[src/rtl/plc_pkg.sv]
`default_nettype none
// ============================================================================
// Module      : plc_pkg
// Description : Shared FSM state encoding and fault codes for plc_scan_ctrl.
// Revision    : 1.0  initial release
// ============================================================================
package plc_pkg;

  typedef logic [1:0] fault_code_t;

  localparam logic [2:0] ST_IDLE    = 3'd0;
  localparam logic [2:0] ST_CPU_RST = 3'd1;
  localparam logic [2:0] ST_INPUT   = 3'd2;
  localparam logic [2:0] ST_EXECUTE = 3'd3;
  localparam logic [2:0] ST_OUTPUT  = 3'd4;
  localparam logic [2:0] ST_WAIT    = 3'd5;
  localparam logic [2:0] ST_FAULT   = 3'd6;

  localparam fault_code_t FC_NONE    = 2'b00;
  localparam fault_code_t FC_WDT     = 2'b01;
  localparam fault_code_t FC_CPU_ERR = 2'b10;

endpackage
`default_nettype wire

[src/rtl/plc_scan_ctrl_if.sv]
`default_nettype none
// ============================================================================
// Module      : plc_scan_ctrl_if
// Description : Scan controller <-> CPU handshake bundle.
// Revision    : 1.0  initial release
// ============================================================================
interface plc_scan_ctrl_if;

  logic cpu_halt_in;
  logic cpu_err_in;
  logic cpu_rst;
  logic cpu_run;
  logic in_latch;
  logic out_update;

  modport master (
    input  cpu_halt_in, cpu_err_in,
    output cpu_rst, cpu_run, in_latch, out_update
  );

  modport slave (
    output cpu_halt_in, cpu_err_in,
    input  cpu_rst, cpu_run, in_latch, out_update
  );

endinterface
`default_nettype wire

[src/rtl/scan_wdt.sv]
`default_nettype none
// ============================================================================
// Module      : scan_wdt
// Description : EXECUTE-cycle counter doubling as watchdog; saturates at max.
// Revision    : 1.0  initial release
// ============================================================================
module scan_wdt #(
  parameter int WIDTH = 16
) (
  input  logic             clk_in,
  input  logic             rst_in,
  input  logic             clear_i,
  input  logic             enable_i,
  input  logic [WIDTH-1:0] limit_i,
  output logic             expired_o,
  output logic [WIDTH-1:0] count_o
);

  localparam logic [WIDTH-1:0] ONE_W = WIDTH'(1);

  logic [WIDTH-1:0] count_q, count_d;

  always_comb begin
    count_d = count_q;
    if (clear_i) begin
      count_d = '0;
    end else if (enable_i && (count_q != '1)) begin
      count_d = count_q + ONE_W;
    end
  end

  always_ff @(posedge clk_in or negedge rst_in) begin
    if (!rst_in) begin
      count_q <= '0;
    end else begin
      count_q <= count_d;
    end
  end

  // count_q excludes the current cycle, so the limit-th cycle sees limit-1
  assign expired_o = enable_i && (limit_i != '0) && (count_q >= (limit_i - ONE_W));
  assign count_o   = count_q;

endmodule
`default_nettype wire

[src/rtl/plc_scan_ctrl.sv]
`default_nettype none
// ============================================================================
// Module      : plc_scan_ctrl
// Description : PLC scan-cycle sequencer: reset CPU, latch inputs, execute,
//               update outputs, pace to scan period, trap watchdog/CPU errors.
// Revision    : 1.0  initial release
// ============================================================================
module plc_scan_ctrl
  import plc_pkg::*;
#(
  parameter int WIDTH = 16
) (
  input  logic               clk_in,
  input  logic               rst_in,
  input  logic               start_in,
  input  logic               ack_fault_in,
  input  logic [WIDTH-1:0]   scan_period_in,
  input  logic [WIDTH-1:0]   wdt_limit_in,
  plc_scan_ctrl_if.master    cpu,
  output logic               busy,
  output logic               fault,
  output logic [1:0]         fault_code,
  output logic               overrun,
  output logic [WIDTH-1:0]   scan_count,
  output logic [WIDTH-1:0]   last_scan_len
);

  localparam logic [WIDTH-1:0] ONE_W = WIDTH'(1);

  logic [2:0]       state_q, state_d;
  fault_code_t      fcode_q, fcode_d;
  logic             overrun_q, overrun_d;
  logic [WIDTH-1:0] per_q, per_d;
  logic [WIDTH-1:0] period_q, wdt_lim_q;
  logic [WIDTH-1:0] scan_cnt_q, last_len_q;

  logic             w_expired;
  logic [WIDTH-1:0] w_exec_len;
  logic             w_period_on;
  logic             w_per_reached;

  scan_wdt #(.WIDTH(WIDTH)) u_wdt (
    .clk_in    (clk_in),
    .rst_in    (rst_in),
    .clear_i   (state_q == ST_CPU_RST),
    .enable_i  (state_q == ST_EXECUTE),
    .limit_i   (wdt_lim_q),
    .expired_o (w_expired),
    .count_o   (w_exec_len)
  );

  assign w_period_on   = (period_q != '0);
  assign w_per_reached = (per_q >= (period_q - ONE_W));

  always_comb begin
    state_d   = state_q;
    fcode_d   = fcode_q;
    overrun_d = overrun_q;
    case (state_q)
      ST_IDLE:    if (start_in) state_d = ST_CPU_RST;
      ST_CPU_RST: state_d = ST_INPUT;
      ST_INPUT:   state_d = ST_EXECUTE;
      ST_EXECUTE: begin
        // error beats halt, halt beats watchdog
        if (cpu.cpu_err_in) begin
          state_d = ST_FAULT;
          fcode_d = FC_CPU_ERR;
        end else if (cpu.cpu_halt_in) begin
          state_d = ST_OUTPUT;
        end else if (w_expired) begin
          state_d = ST_FAULT;
          fcode_d = FC_WDT;
        end
      end
      ST_OUTPUT: begin
        if (w_period_on && w_per_reached) overrun_d = 1'b1;
        state_d = start_in ? ST_WAIT : ST_IDLE;
      end
      ST_WAIT: begin
        if (!w_period_on || w_per_reached) begin
          state_d = start_in ? ST_CPU_RST : ST_IDLE;
        end
      end
      ST_FAULT: begin
        if (ack_fault_in && !start_in) begin
          state_d   = ST_IDLE;
          fcode_d   = FC_NONE;
          overrun_d = 1'b0;
        end
      end
      default: state_d = ST_IDLE;
    endcase
  end

  always_comb begin
    per_d = per_q;
    if (state_d == ST_CPU_RST && state_q != ST_CPU_RST) begin
      per_d = '0;
    end else if (per_q != '1) begin
      per_d = per_q + ONE_W;
    end
  end

  always_ff @(posedge clk_in or negedge rst_in) begin
    if (!rst_in) begin
      state_q    <= ST_IDLE;
      fcode_q    <= FC_NONE;
      overrun_q  <= 1'b0;
      per_q      <= '0;
      period_q   <= '0;
      wdt_lim_q  <= '0;
      scan_cnt_q <= '0;
      last_len_q <= '0;
    end else begin
      state_q   <= state_d;
      fcode_q   <= fcode_d;
      overrun_q <= overrun_d;
      per_q     <= per_d;
      if (state_q == ST_CPU_RST) begin
        period_q  <= scan_period_in;
        wdt_lim_q <= wdt_limit_in;
      end
      if (state_q == ST_OUTPUT) begin
        scan_cnt_q <= scan_cnt_q + ONE_W;
        last_len_q <= w_exec_len;
      end
    end
  end

  // decoded from state so an asynchronous reset drops them immediately
  assign cpu.cpu_rst    = (state_q == ST_CPU_RST);
  assign cpu.in_latch   = (state_q == ST_INPUT);
  assign cpu.cpu_run    = (state_q == ST_EXECUTE);
  assign cpu.out_update = (state_q == ST_OUTPUT);

  assign busy          = (state_q != ST_IDLE) && (state_q != ST_FAULT);
  assign fault         = (state_q == ST_FAULT);
  assign fault_code    = fcode_q;
  assign overrun       = overrun_q;
  assign scan_count    = scan_cnt_q;
  assign last_scan_len = last_len_q;

endmodule
`default_nettype wire

[src/flat_wrapper.sv]
// flat-port wrapper written by rule: the top's interface ports become plain ports
module plc_scan_ctrl_flat import plc_pkg::*;
#(
  parameter int WIDTH = 16
)
  (clk_in, rst_in, start_in, ack_fault_in, scan_period_in, wdt_limit_in, busy, fault, fault_code, overrun, scan_count, last_scan_len, cpu_cpu_halt_in, cpu_cpu_err_in, cpu_cpu_rst, cpu_cpu_run, cpu_in_latch, cpu_out_update);
  plc_scan_ctrl_if cpu_i ();
  input  logic clk_in;
  input  logic rst_in;
  input  logic start_in;
  input  logic ack_fault_in;
  input  logic [WIDTH-1:0] scan_period_in;
  input  logic [WIDTH-1:0] wdt_limit_in;
  output logic busy;
  output logic fault;
  output logic [1:0] fault_code;
  output logic overrun;
  output logic [WIDTH-1:0] scan_count;
  output logic [WIDTH-1:0] last_scan_len;
  input wire logic [$bits(cpu_i.cpu_halt_in)-1:0] cpu_cpu_halt_in;
  input wire logic [$bits(cpu_i.cpu_err_in)-1:0] cpu_cpu_err_in;
  output wire logic [$bits(cpu_i.cpu_rst)-1:0] cpu_cpu_rst;
  output wire logic [$bits(cpu_i.cpu_run)-1:0] cpu_cpu_run;
  output wire logic [$bits(cpu_i.in_latch)-1:0] cpu_in_latch;
  output wire logic [$bits(cpu_i.out_update)-1:0] cpu_out_update;
  assign cpu_i.cpu_halt_in = cpu_cpu_halt_in;
  assign cpu_i.cpu_err_in = cpu_cpu_err_in;
  assign cpu_cpu_rst = cpu_i.cpu_rst;
  assign cpu_cpu_run = cpu_i.cpu_run;
  assign cpu_in_latch = cpu_i.in_latch;
  assign cpu_out_update = cpu_i.out_update;
  plc_scan_ctrl #(.WIDTH(WIDTH)) u_core (.clk_in(clk_in), .rst_in(rst_in), .start_in(start_in), .ack_fault_in(ack_fault_in), .scan_period_in(scan_period_in), .wdt_limit_in(wdt_limit_in), .cpu(cpu_i), .busy(busy), .fault(fault), .fault_code(fault_code), .overrun(overrun), .scan_count(scan_count), .last_scan_len(last_scan_len));
endmodule
[config.mk]
export PLATFORM = sky130hd
export DESIGN_NAME = plc_scan_ctrl_flat
export DESIGN_NICKNAME = d
export VERILOG_FILES = /design/src/rtl/plc_pkg.sv /design/src/rtl/plc_scan_ctrl_if.sv /design/src/rtl/scan_wdt.sv /design/src/rtl/plc_scan_ctrl.sv /design/src/flat_wrapper.sv
export SDC_FILE = /design/constraint.sdc
export NUM_CORES = 1
export LEC_CHECK = 0
export ABC_AREA = 1
export CORE_ASPECT_RATIO = 0.9
export CORE_MARGIN = 2
export CORE_UTILIZATION = 35
export DETAILED_ROUTE_END_ITERATION = 10
export GPL_TIMING_DRIVEN = 0
export SYNTH_ARGS = -nofsm -noshare
export SYNTH_HDL_FRONTEND = slang
export SYNTH_SLANG_ARGS = --single-unit
[constraint.sdc]
create_clock -name clk_in -period 2.7 [get_ports clk_in]
set_clock_uncertainty 0.1 [all_clocks]
set_input_delay 0.54 -clock clk_in [delete_from_list [all_inputs] [get_ports clk_in]]
set_output_delay 0.54 -clock clk_in [all_outputs]
set_load 0.05 [all_outputs]
======== Yosys cells after proc, flatten, opt, wreduce, memory -nomap -nowiden ========
Cells that the tools add are included.
Widths: inputs -> output; s select.
word-level totals
  register bits ........................... 102
  input port bits ......................... 38
  word-level logic and storage cells ...... 72
operators by class
  add/sub/neg operators ................... 5
  order comparisons ....................... 2
  eq/ne operators ......................... 15
  muxes and demuxes ....................... 21
  reduce and logical (&&, ||, !) cells .... 20
operators with widths
  kind                   number
  $mux 16                4
  $add 16x1->16 const B  3
  $ge 16x16->1           2
  $ne 16x16->1 const B   2
  $reduce_bool 16->1     2
  $sub 16x1->16 const B  2
  $mux 3                 7
  $pmux 3 s7             1
  $eq 3x3->1 const B     3
  $mux 2                 4
  $reduce_bool 2->1      4
  $logic_and 1x1->1      7
  $eq 3x1->1 const B     2
  $eq 3x2->1 const B     2
  $ne 3x3->1 const B     2
  $ne 2x1->1 const B     2
  $pmux 2 s2             1
  $reduce_and 4->1       1
  $logic_not 3->1        1
  $mux 1                 3
  $ne 3x1->1 const B     1
  $ne 3x2->1 const B     1
  $reduce_and 3->1       1
  $reduce_bool 3->1      1
  other kinds (3)        4

======== Longest topological paths before layout ========
Gate-level depths: netlist of the first run.
  word-level depth ........................ 10
  mapped depth ............................ 21
  gate-level depth less buffers ........... 20

======== Hierarchy ========
Synthesis of the first run repeated with hierarchy kept, for this count alone.
second synthesis, totals
  cells, all modules ...................... 856
  area, all modules ....................... 6359.8 um^2
modules (own cells, without submodules)
  module         times used  cells each  area an instance (um^2)  sequential area each (um^2)
  plc_scan_ctrl  1           579         4613.2                   2152.1
  scan_wdt       1           277         1746.7                   400.4

======== Least setup slack after synthesis of the first run ========
Ideal clock, no wire load.
  path type ............................... register to register
  start point ............................. register u_core.period_q[4]
  end point ............................... register u_core.per_q[14]
  setup time .............................. 0.127 ns
  data arrival time ....................... 2.718 ns
  path slack .............................. -0.245 ns
  stages on the path, launching flop included .. 19
  path through ............................ dfrtp_1 -> inv_1 -> nand2_1 -> nor4_1 -> nand3_1 -> nor2_1 -> xnor2_1 -> ha_1 -> nand2_1 -> inv_1 -> o21bai_1 -> nand2_1 -> a21oi_1 -> nand4_1 -> nand2_1 -> nor2_2 -> nor2_4 -> buf_6 -> nor2_2
on the way
  word-level cells in the longest chain between the ends .. 8
  elaborated cells on any way between the ends .. 11
  classes of those cells .................. add/sub: 1; order compare: 1; eq/ne: 1; mux: 3; reduce/logical: 5
ends and longest elaborated chain
  element                                              line                                      source
  start: declaration                                   plc_scan_ctrl.sv:34                       logic [WIDTH-1:0] period_q, wdt_lim_q;
  start signal: assignment                             plc_scan_ctrl.sv:120                      period_q <= scan_period_in;
  $sub 16x1->16 or $reduce_bool 16->1 (tied branches)  plc_scan_ctrl.sv:53, plc_scan_ctrl.sv:52
  $ge 16x16->1 or $logic_not 1->1 (tied branches)      plc_scan_ctrl.sv:53, plc_scan_ctrl.sv:80
  $logic_or 1x1->1 *                                   plc_scan_ctrl.sv:80                       if (!w_period_on || w_per_reached) begin
  $mux 3 *                                             plc_scan_ctrl.sv:80
  $pmux 3 s7 *                                         plc_scan_ctrl.sv:59                       case (state_q)
  $eq 3x1->1 *                                         plc_scan_ctrl.sv:97                       if (state_d == ST_CPU_RST && state_q != ST_CPU_RST) begin
  $logic_and 1x1->1 *                                  plc_scan_ctrl.sv:97
  $mux 16 or $reduce_bool 2->1 (tied branches)         -
  end signal: assignment                               plc_scan_ctrl.sv:118                      per_q <= per_d;
  end: declaration                                     plc_scan_ctrl.sv:33                       logic [WIDTH-1:0] per_q, per_d;
Mark *: on every way between the ends. The rest lies on a longest branch, timed or not.
A chain may end at the register's enable or synchronous reset.

======== Worst setup path in the final report of the first run ========
  start point ............................. register u_core.period_q[4]
  end point ............................... register u_core.per_q[6]
The elaborated chain is that of the path after synthesis.

==> flow_summary.yaml, run 1 <==
outcome:
  outcome: "finished, violations left"
  violations: "negative setup slack"
routing:
  route.vias.total: 5212
  drtIter0Drc: 255
  wire_per_inst_um: 13.5
  route.detailed.drc: 0
  detail-route-antenna-nets: 0
  first_pass_iters: 4
  viasPerCell: 4.74
  wl_um: 14900
synthesis:
  syn-num-nets: 850
  synth_cell_types: 37
  ys_warn_count: 0
  ys_seq_area_share_pct: 42.2
  synth.area.top_cells: "dfrtp_1, nand2_1, ha_1"
  synth_enable_flop_cells: 0
  synth-seq-cells: 102
  yosys.area.top_type: "dfrtp_1"
  synthCells: 774
  synth_area_sq_um: 6050
  yosys.area.top_type_share_pct: 42.2
  synth_flop_cell: "dfrtp_1"
  synthArstFlopShare_pct: 100
  postSynthAreaPerCell_sq_um: 7.81
placed_design:
  dp_hpwl_um: 11100
  gp_congestion: 0.816
  placed_cells: 1064
  io_buffer_count: 78
floorplan:
  core-area_sq_um: 16900
  start_util_pct: 35.8
  fp.dieW_um: 143
  die_h_um: 129
  core.rowCount: 45
  die_area_sq_um: 18300
  io_pins: 79
finish:
  area_delta_synth_final_pct: 29.3
  fill_cells: 1673
  nNetsFinal: 960
  drive_gt1_share_pct: 14.8
  mostFrequentLayoutCells: "nand2_1, dfrtp_1, inv_1"
  antenna-diode-count: 0
  layout_commonest_cell: "nand2_1"
  layout.cells.non_filler: 1100
critical_path:
  arrival_ns: 3.12
  cp-startpoint: "u_core.period_q[4]$_DFFE_PN0P_"
  r2r_start: "u_core.period_q[4]$_DFFE_PN0P_"
  worstSetupStartpointType: "flop"
  crit_path_max_incr_delay_ns: 0.41
  cp.required_ns: 2.84
  critPathMaxFanout: 5
  end_kind: "flop"
  path_class: "flop to flop"
  cp_slowest_cell: "dfrtp_1"
  worst_path_most_repeated_cell: "nand4_1"
  cp_cell_sequence: "inv_2 -> nand2_4 -> nor4_4 -> nand4_1 -> xor2_1 -> inv_1 -> ha_4 -> nand2_2 -> nor2_1 -> a21oi_4 -> nand4_1 -> nand4_1 -> nor2_4 -> clkbuf_16 -> nor2_2"
power_and_ir_drop:
  ir_worst_vdd_uv: 421
  p_total_mw: 7.21
  power_per_cell_area_nw_per_um2: 923
  leakagePower_nw: 3.79
timing:
  period_share_pct: 110
  final-max-slew-violation-count: 0
  fin_crit_ns: 2.98
  worst_slack_ns: -0.283
  worst_pin_slew_ns: 0.693
  hold_viol_final: 0
  max-slew-margin-rel_pct: 53.8
  setup_viol: 17
  rsz0062_at_grt: "yes"
  tns_ns: -4.19
  fmax_mhz: 335
cts:
  insertion_delay_ns: 0.35
  clockBufferDepth: 2
  path_clk_slew_ns: 0.07
  ctsRootBufferMaster: "clkbuf_16"
  hold_buffers: 0
  ctsHtreeMaxLevel: 3
  numCtsBuffers: 9
  clkSinkCount: 102
  cts_tree: "done"
global_route:
  grt_usage_pct: 17.0
  grt_pass1_wl_um: 24900
  grt_pass1_vias: 5032
  grt_max_degree: 53
  antenna_found_initial: 0
  grt_remaining_overflow: 0
min_path:
  min_path_type: "input port to asynchronous set/reset pin"
flow_run:
  cap_violations: 0
sequential cells by signal (all words and copies together), names as in the netlist:
| register | flops |
|---|---|
| u_core.state_q | 3 |
| u_core.per_q | 16 |
| u_core.wdt_lim_q | 16 |
| u_core.scan_count | 16 |
| u_core.fault_code | 2 |
| u_core.u_wdt.count_o | 16 |
| u_core.period_q | 16 |
| u_core.overrun | 1 |
| u_core.last_scan_len | 16 |
logic make-up (layout without fill, tap and decap cells):
| group | count (synthesis) | count (layout) | share of synthesized area, % |
|---|---|---|---|
| fa+ha+maj | 38 | 38 | 7.86 |
| compound gates | 89 | 89 | 7.95 |
| simple gates | 385 | 385 | 27.7 |
| flops | 102 | 102 | 42.2 |
| buf+inv | 112 | 227 | 7.32 |
| xor+xnor | 48 | 48 | 6.95 |
metrics by stage:
step	area (sq um)	setup WS [ns]	util, %	hold slack (ns)
2_1_floorplan	6090	-0.0495	-	0.144
3_5_place_dp	7160	-0.516	42.4	0.358
6_report	7820	-0.283	46.3	0.122
4_1_cts	7660	-0.360	45.4	0.145
5_1_grt	7820	-0.558	46.3	0.176
3_3_place_gp	7140	-3.18	42.2	0.361
worst max-delay path, delay by kind of cell, from the launching register on:
family / cells / cell delay [ns]
simple gates: 9 / 1.40
compound gates: 1 / 0.09
buf+inv: 3 / 0.38
xor+xnor: 1 / 0.20
flops: 1 / 0.41
fa+ha+maj: 1 / 0.28
power by group:
part,switching [mW],internal (mW)
Combinational,2.29,1.39
Sequential,0.387,1.90
Clock,0.607,0.638
Total,3.29,3.93
metal layers:
metal | share of wire (%) | GRT usage [%] | vias to the layer above
li1 | - | - | 2702
met1 | 49 | 23.9 | 2425
met2 | 47 | 27.4 | 73
met3 | 2.6 | 2.61 | 12
met4 | 1.2 | 4.60 | 0
met5 | 0 | 0 | -
Yosys cell counts, types with 9 or more instances:
library cell,instances
nand3_1,36
nor2_2,17
ha_1,38
a21oi_1,20
nand2_1,213
nor3_1,17
dfrtp_1,102
o21ai_0,54
inv_1,92
clkbuf_1,9
nand4_1,17
xor2_1,36
xnor2_1,12
nor2_1,71
final timing paths:
path | endpoint | slack (ns) | cells after the start
max reg2reg | u_core.per_q[6]$_DFFE_PN0P_ | -0.28 | 15
min reg2reg | u_core.last_scan_len[12]$_DFFE_PN0P_ | 0.37 | 2
max in group asynchronous | u_core.fault_code[0]$_DFFE_PN0P_ | 1.67 | 2
max | u_core.per_q[6]$_DFFE_PN0P_ | -0.28 | 15
min | u_core.wdt_lim_q[1]$_DFFE_PN0P_ | 0.12 | 1
min in group clk_in | u_core.last_scan_len[12]$_DFFE_PN0P_ | 0.37 | 2
timing repair:
item	4_1_cts	5_1_grt
endpoints found under the setup margin	22	27
buffers inserted	14	5
pin swaps	19	18
resized for setup	38	41
gates cloned	1	0
cell type report:
class	instances	area [sq um]	share of cell area (%)
Multi-Input combinational cell	560	3290	42.1
Clock inverter	5	45.0	0.576
Tap cell	211	264	3.38
Buffer	15	81.3	1.04
Inverter	97	369	4.72
Timing Repair Buffer	99	980	12.5
Clock buffer	11	233	2.98
Sequential cell	102	2550	32.7
Note: power is estimated with default switching activity, not from simulation.
==> run 2: changes to the inputs <==
--- a/config.mk
+++ b/config.mk
@@ -6,9 +6,11 @@
 export NUM_CORES = 1
 export LEC_CHECK = 0
 export ABC_AREA = 1
+export CAP_MARGIN = 20
 export CORE_ASPECT_RATIO = 0.9
 export CORE_MARGIN = 2
 export CORE_UTILIZATION = 35
+export CTS_CLUSTER_DIAMETER = 40
 export DETAILED_ROUTE_END_ITERATION = 10
 export GPL_TIMING_DRIVEN = 0
 export SYNTH_ARGS = -nofsm -noshare
==> run 2 against run 1 <==
The flow still finishes with violations (negative setup slack); sequential cell count unchanged; sequential share of layout area unchanged; combinational power about the same; final cell count unchanged; wire length unchanged; critical path depth unchanged; global-route usage unchanged; critical path type unchanged; largest cell class unchanged; largest power group unchanged.
==> flow_summary.yaml, run 2 (synthesis gave the netlist of run 1 again) <==
critical_path:
  arrival_ns: 3.12
  worstSetupStartpointType: "flop"
  worst_path_most_repeated_cell: "nand4_1"
  cp_cell_sequence: "inv_2 -> nand2_4 -> nor4_4 -> nand4_1 -> xor2_1 -> inv_1 -> ha_4 -> nand2_2 -> nor2_1 -> a21oi_4 -> nand4_1 -> nand4_1 -> nor2_4 -> clkbuf_16 -> nor2_2"
  cp.required_ns: 2.84
  cp_slowest_cell: "dfrtp_1"
  critPathMaxFanout: 5
  crit_path_max_incr_delay_ns: 0.41
  end_kind: "flop"
  path_class: "flop to flop"
routing:
  wire_per_inst_um: 13.5
  detail-route-antenna-nets: 0
  first_pass_iters: 4
  route.vias.total: 5212
  viasPerCell: 4.74
  drtIter0Drc: 255
  wl_um: 14900
  route.detailed.drc: 0
power_and_ir_drop:
  pwr-share-comb_pct: 51.0
  p_sw_mw: 3.29
  leakagePower_nw: 3.79
  p_clk_share_pct: 17.3
  seq_power_share_pct: 31.7
  p_total_mw: 7.21
  power_per_cell_area_nw_per_um2: 923
  ir_worst_vdd_uv: 421
  switching_share_pct: 45.6
  p_int_mw: 3.93
floorplan:
  start_util_pct: 35.8
  fp.dieW_um: 143
  die_h_um: 129
  core-area_sq_um: 16900
  io_pins: 79
  core.rowCount: 45
  die_area_sq_um: 18300
finish:
  fill_cells: 1673
  layout_commonest_cell: "nand2_1"
  layout.area.seq_sq_um: 2550
  multi_input_area_sq_um: 3290
  drive_gt1_share_pct: 14.8
  area_delta_synth_final_pct: 29.3
  mostFrequentLayoutCells: "nand2_1, dfrtp_1, inv_1"
  antenna-diode-count: 0
  nNetsFinal: 960
  layout.cells.non_filler: 1100
global_route:
  grt_pass1_wl_um: 24900
  grt_max_degree: 53
  grt_remaining_overflow: 0
  antenna_found_initial: 0
  grt_usage_pct: 17.0
  grt_pass1_vias: 5032
timing:
  fin_crit_ns: 2.98
  tns_ns: -4.19
  worst_hold_slack_ns: 0.122
  period_share_pct: 110
  rsz0062_at_grt: "yes"
  fmax_mhz: 335
  max-slew-margin-rel_pct: 53.8
  setup_viol: 17
  final-max-slew-violation-count: 0
  worst_slack_ns: -0.283
  hold_viol_final: 0
  worst_pin_slew_ns: 0.693
placed_design:
  dp_hpwl_um: 11100
  io_buffer_count: 78
  place_ws_ns: -0.516
  gp_congestion: 0.816
  placed_cells: 1064
min_path:
  min_path_type: "input port to asynchronous set/reset pin"
cts:
  path_clk_slew_ns: 0.07
  clkSinkCount: 102
  numCtsBuffers: 9
  ctsRootBufferMaster: "clkbuf_16"
  clockBufferDepth: 2
  insertion_delay_ns: 0.35
  ctsHtreeMaxLevel: 3
  cts_tree: "done"
outcome:
  outcome: "finished, violations left"
  violations: "negative setup slack"
flow_run:
  cap_violations: 0
## run 2: cell type report
class	instances	area share (%)
multi-input combinational	560	42.1
sequential	102	32.7
timing repair buffer	99	12.5
inverter	97	4.72
tap	211	3.38
clock buffer	11	2.98
buffer	15	1.04
clock inverter	5	0.576
## run 2: power by group through the flow
stage          combinational, mW  clock (mW)  sequential (mW)
2_1_floorplan               2.15           0             2.43
3_3_place_gp                3.18           0             2.28
3_5_place_dp                3.22           0             2.29
4_1_cts                     3.58        1.29             2.26
5_1_grt                     4.14        1.34             2.35
6_report                    3.68        1.25             2.29
## run 2: worst paths after layout
check / from / endpoint / slack (ns) / cells past startpoint
setup reg to reg: u_core.period_q[4]$_DFFE_PN0P_ / u_core.per_q[6]$_DFFE_PN0P_ / -0.28 / 15
hold / removal: rst_in / u_core.wdt_lim_q[1]$_DFFE_PN0P_ / 0.12 / 1
min in group clk_in: u_core.last_scan_len[12]$_DFFE_PN0P_ / u_core.last_scan_len[12]$_DFFE_PN0P_ / 0.37 / 2
setup / recovery: u_core.period_q[4]$_DFFE_PN0P_ / u_core.per_q[6]$_DFFE_PN0P_ / -0.28 / 15
hold reg to reg: u_core.last_scan_len[12]$_DFFE_PN0P_ / u_core.last_scan_len[12]$_DFFE_PN0P_ / 0.37 / 2
max in group asynchronous: rst_in / u_core.fault_code[0]$_DFFE_PN0P_ / 1.67 / 2
## run 2: repair_timing
| action | in CTS | in global routing |
|---|---|---|
| hold buffers | 0 | 0 |
| setup endpoints to repair | 22 | 27 |
| setup buffers | 14 | 5 |
| gates resized for setup | 38 | 41 |
| gates cloned | 1 | 0 |
| pin swaps | 19 | 18 |
| endpoints found under the hold margin | 0 | 0 |
## run 2: layer usage
metal	track usage (%)	wire [um]	up-vias
met5	0	0	-
met4	4.60	184	0
met3	2.61	386	12
met2	27.4	6950	73
li1	-	-	2702
met1	23.9	7350	2425
## run 2: through the flow
stage / instance area [sq um] / util (%)
after floorplan: 6090 / -
after global placement: 7140 / 42.2
after detailed placement: 7160 / 42.4
after CTS: 7660 / 45.4
after global routing: 7820 / 46.3
final: 7820 / 46.3
## run 2: critical path: cells and delay by family, from the launching register on
| family | cells | cell delay, ns |
|---|---|---|
| flops | 1 | 0.41 |
| buf+inv | 3 | 0.38 |
| fa+ha+maj | 1 | 0.28 |
| simple gates | 9 | 1.40 |
| compound gates | 1 | 0.09 |
| xor+xnor | 1 | 0.20 |
